==> src/rtl/legv8_program_loader.sv <==
// Framed byte-stream loader that fills the instruction memory (big-endian words)
// and holds the core in reset until a frame with a matching XOR checksum completes.
module legv8_program_loader #(
    parameter int          IM_BYTES = 64,
    parameter int          ADDR_W   = 6,
    parameter logic [7:0]  HDR_BYTE = 8'hA5
) (
    input  logic              CLK,
    input  logic              RST,
    input  logic [7:0]        in_data,
    input  logic              in_valid,
    output logic              in_ready,
    input  logic              start,
    output logic              im_we,
    output logic [ADDR_W-1:0] im_addr,
    output logic [7:0]        im_wdata,
    output logic              core_hold,
    output logic              done,
    output logic              error,
    output logic [7:0]        words_loaded,
    output logic [2:0]        state_dbg
);

    // Handshake: a byte transfers on a rising edge where in_valid && in_ready.
    // in_ready depends on state only, never on in_valid.
    typedef enum logic [2:0] {
        S_IDLE  = 3'd0,
        S_COUNT = 3'd1,
        S_DATA  = 3'd2,
        S_CHECK = 3'd3,
        S_DONE  = 3'd4,
        S_ERROR = 3'd5
    } state_t;

    localparam logic [7:0]      MAX_WORDS = 8'(IM_BYTES / 4);
    localparam logic [ADDR_W:0] CNT_ONE   = 1;

    state_t            state;
    logic [ADDR_W-2:0] n_words;
    logic [ADDR_W:0]   byte_cnt;
    logic [7:0]        checksum;
    logic              accept;
    logic              last_byte;

    assign in_ready  = (state != S_DONE) && (state != S_ERROR);
    assign accept    = in_valid && in_ready;
    assign last_byte = ((byte_cnt + CNT_ONE) == {n_words, 2'b00});
    assign state_dbg = state;

    always_ff @(posedge CLK) begin
        if (!RST) begin
            state        <= S_IDLE;
            n_words      <= '0;
            byte_cnt     <= '0;
            checksum     <= '0;
            im_we        <= 1'b0;
            im_addr      <= '0;
            im_wdata     <= '0;
            core_hold    <= 1'b1;
            done         <= 1'b0;
            error        <= 1'b0;
            words_loaded <= '0;
        end else begin
            im_we <= 1'b0;
            case (state)
                S_IDLE: begin
                    if (accept && in_data == HDR_BYTE) state <= S_COUNT;
                end
                S_COUNT: begin
                    if (accept) begin
                        byte_cnt     <= '0;
                        checksum     <= '0;
                        words_loaded <= '0;
                        if (in_data == 8'd0) begin
                            state <= S_CHECK;
                        end else if (in_data > MAX_WORDS) begin
                            state <= S_ERROR;
                            error <= 1'b1;
                        end else begin
                            n_words <= in_data[ADDR_W-2:0];
                            state   <= S_DATA;
                        end
                    end
                end
                S_DATA: begin
                    if (accept) begin
                        im_we    <= 1'b1;
                        im_addr  <= byte_cnt[ADDR_W-1:0];
                        im_wdata <= in_data;
                        checksum <= checksum ^ in_data;
                        byte_cnt <= byte_cnt + CNT_ONE;
                        if (byte_cnt[1:0] == 2'd3) words_loaded <= words_loaded + 8'd1;
                        if (last_byte) state <= S_CHECK;
                    end
                end
                S_CHECK: begin
                    if (accept) begin
                        if (in_data == checksum) begin
                            state     <= S_DONE;
                            done      <= 1'b1;
                            core_hold <= 1'b0;
                        end else begin
                            state <= S_ERROR;
                            error <= 1'b1;
                        end
                    end
                end
                S_DONE, S_ERROR: begin
                    if (start) begin
                        state        <= S_IDLE;
                        done         <= 1'b0;
                        error        <= 1'b0;
                        words_loaded <= '0;
                        core_hold    <= 1'b1;
                    end
                end
                default: state <= S_IDLE;
            endcase
        end
    end

endmodule

==> config.mk <==
export PLATFORM = sky130hd
export DESIGN_NAME = legv8_program_loader
export DESIGN_NICKNAME = d
export VERILOG_FILES = /design/src/rtl/legv8_program_loader.sv
export SDC_FILE = /design/constraint.sdc
export NUM_CORES = 1
export LEC_CHECK = 0
export CAP_MARGIN = 20
export CORE_MARGIN = 1.5
export CORE_UTILIZATION = 56
export DETAILED_ROUTE_END_ITERATION = 7
export PLACE_DENSITY = 0.84
export SYNTH_ARGS = -nofsm -noshare
export SYNTH_HDL_FRONTEND = slang
export SYNTH_SLANG_ARGS = --single-unit
==> constraint.sdc <==
create_clock -name CLK -period 3.5 [get_ports CLK]
set_clock_uncertainty 0.2 [all_clocks]
set_input_delay 0.875 -clock CLK [delete_from_list [all_inputs] [get_ports CLK]]
set_output_delay 0.875 -clock CLK [all_outputs]
set_load 0.01 [all_outputs]
==> results.txt <==
setup TNS: 0 ns
post-placement cell count: 373
gp weighted congestion: 0.841
CTS tree: done
relative slew slack: 59.1%
Initial DRT Pass Iterations: 4
crit path time final: 2.83 ns
Post-synth ARST share: 0%
largest cells by area after synthesis: dfxtp_1, nand2_1, xnor2_1
fin crit share: 80.9%
Setup-failing EPs final: 0
deepest clock path buffer count: 2
register area share after synthesis: 41.4%
Detail Placement HPWL: 3780 microns
Vias: 2,101
root buffer cell: clkbuf_8
drt wl/cell: 13.3 microns
VDD IR-drop max: 0.361 mV
RSZ-0062 raised after global routing: no
CTS resizes: 0
CP Capture Type: output pin
commonest non-fill, non-tap cell in the layout: nand2_1
cts hold-fix bufs: 0
clock sink count: 49
Area Overhead vs Synth: 24.5%
Arr. time, crit path: 1.75 ns
Post-synth top flop: dfxtp_1
clock latency on the worst-skew pair: 0.31 ns
DIE AREA: 4630 sq um
cell taking the most area after synthesis: dfxtp_1
Leak: 1.05 nW
# rows: 23
GRT Util Overall: 24.5%
hold path depth: 2
Post-Syn Area: 2370 sq um
fin area: 2950 sq um
number of global-route vias before repair: 1,867
initial DRC count: 153
Die Wd: 68.0 microns
Worst Path Required: 2.42 ns
min-delay src: done$_SDFFE_PN0P_
Yosys cell types: 49
utilization after layout: 73.1%
CTS Buf Count: 5
io pins: 42
Max FO, Critical Path: 17
global-route wire length before repair: 8650 microns
initial antenna violation count: 0
Final ANT Viol Nets: 0
CP Class: reg2out
critical path startpoint category: flip-flop
clock slew at reported path FFs: 0.09 ns
reg-to-reg slack, setup: 1.32 ns
dpl cell area: 2860 sq um
Hold Fails Final Rpt: 0
Syn Area/Cell: 8.28 sq um
Mapped Cells: 286
Yosys top cell area share: 41.4%
Pwr per Cell Area: 321 nW/um^2
Reg-to-Reg End: im_addr[1]$_SDFFE_PN0P_
Core ar.: 4030 sq um
hold crit path type: reg2reg
Die Y: 68.0 microns
R2R depth: 4
status: finished, final reports clean
number of buffers added for setup after CTS: 0
antenna cells: 0
DR DRC count: 0
largest net degree at the start of global routing: 22
layout cell share with drive strength beyond 1: 7.85%
hold endpoint: done$_SDFFE_PN0P_
Fillers: 333
commonest non-fill, non-tap cells in the layout: nand2_1, dfxtp_1, clkdlybuf4s50_1
Initial Util: 58.8%
#FFs+latches synth: 49
reg2reg start: state_dbg[1]$_SDFFE_PN0P_
worst-margin pin slew: 0.613 ns
Peak Freq: 353 MHz
total routed wirelength: 5080 microns
fin nets: 344
vias per std cell: 5.51
H-tree depth: 2
Mapped Nets: 300
Buffers on Ports: 41
Yosys warnings: 0
Post-synth EDFFs: 0
Pins Over Slew Limit: 0
fin cells: 381
GR Overflow Total: 0
max-cap check violation count: 0
-- worst max path at each step --
| stage | to | cells past startpoint | slack (ns) | start |
|---|---|---|---|---|
| floorplan | n_words[0]$_SDFFE_PN0P_ | 6 | 0.95 | in_data[1] |
| global placement | n_words[2]$_SDFFE_PN0P_ | 6 | 0.51 | in_data[3] |
| detailed placement | n_words[4]$_SDFFE_PN0P_ | 6 | 0.47 | in_data[3] |
| CTS | in_ready | 2 | 0.68 | state_dbg[1]$_SDFFE_PN0P_ |
| global route | in_ready | 2 | 0.56 | state_dbg[1]$_SDFFE_PN0P_ |
| finish | in_ready | 2 | 0.67 | state_dbg[1]$_SDFFE_PN0P_ |
-- state kept, by name (all words and copies together) (netlist names) --
| signal | flops |
|---|---|
| im_we | 1 |
| checksum | 8 |
| state_dbg | 3 |
| byte_cnt | 7 |
| im_addr | 6 |
| done | 1 |
| words_loaded | 8 |
| n_words | 5 |
| error | 1 |
| core_hold | 1 |
| im_wdata | 8 |
-- layer usage --
layer,track usage (%),vias up,routed length (microns)
li1,-,1065,-
met1,33.7,973,2430
met2,38.3,54,2330
met3,5.26,9,217
met4,7.50,0,98
met5,0,-,0
-- through the flow --
stage	setup WS (ns)	hold WS, ns	total power, mW
2_1_floorplan	0.947	0.247	0.594
4_1_cts	0.677	0.259	0.951
3_3_place_gp	0.506	0.235	0.626
6_report	0.670	0.253	0.944
5_1_grt	0.561	0.281	0.977
3_5_place_dp	0.469	0.239	0.626
-- worst max-delay path, cell delays in order (launching register included) --
cell and delay [ns]:
dfxtp_1 0.64, nand2b_1 0.25, clkdlybuf4s50_1 0.56
-- cell type report --
type                            count  area, sq um  area share (%)
Multi-Input combinational cell    218         1310            44.4
Clock inverter                      2         15.0           0.510
Clock buffer                        6         72.6            2.46
Tap cell                           50         62.6            2.12
Inverter                            4         15.0           0.510
Sequential cell                    49          981            33.3
Timing Repair Buffer               52          493            16.7
-- where the power goes --
part	total, mW	internal, mW	leakage (nW)	switching [mW]
Sequential	0.557	0.557	0.394	0.000227
Clock	0.331	0.141	0.0374	0.190
Combinational	0.0562	0.0274	0.616	0.0288
-- Yosys cell counts (3+ instances only) --
cell type and n:
clkbuf_1 13, xnor2_1 15, inv_1 4, mux2i_1 6, nand2b_1 3, dfxtp_1 49, o21ai_1 3, a21boi_0 17
o21ai_0 26, o21a_1 3, xor2_1 8, nor2_1 24, nor2b_1 8, a21oi_1 6, nand3_1 7, nand2_1 53
-- cells by family (layout without fill, tap and decap cells) --
| kind of cell | count (synthesis) | in the layout | synth area share (%) |
|---|---|---|---|
| AO/OA/AOI/OAI | 71 | 71 | 19.7 |
| XOR/XNOR | 23 | 23 | 8.51 |
| adder cells (fa/ha/maj) | 2 | 2 | 1.06 |
| buffers and inverters | 19 | 64 | 3.33 |
| flip-flops | 49 | 49 | 41.4 |
| multiplexers | 7 | 7 | 3.01 |
| AND/OR/NAND/NOR | 115 | 115 | 22.9 |
Note: power is estimated with default switching activity, not from simulation.
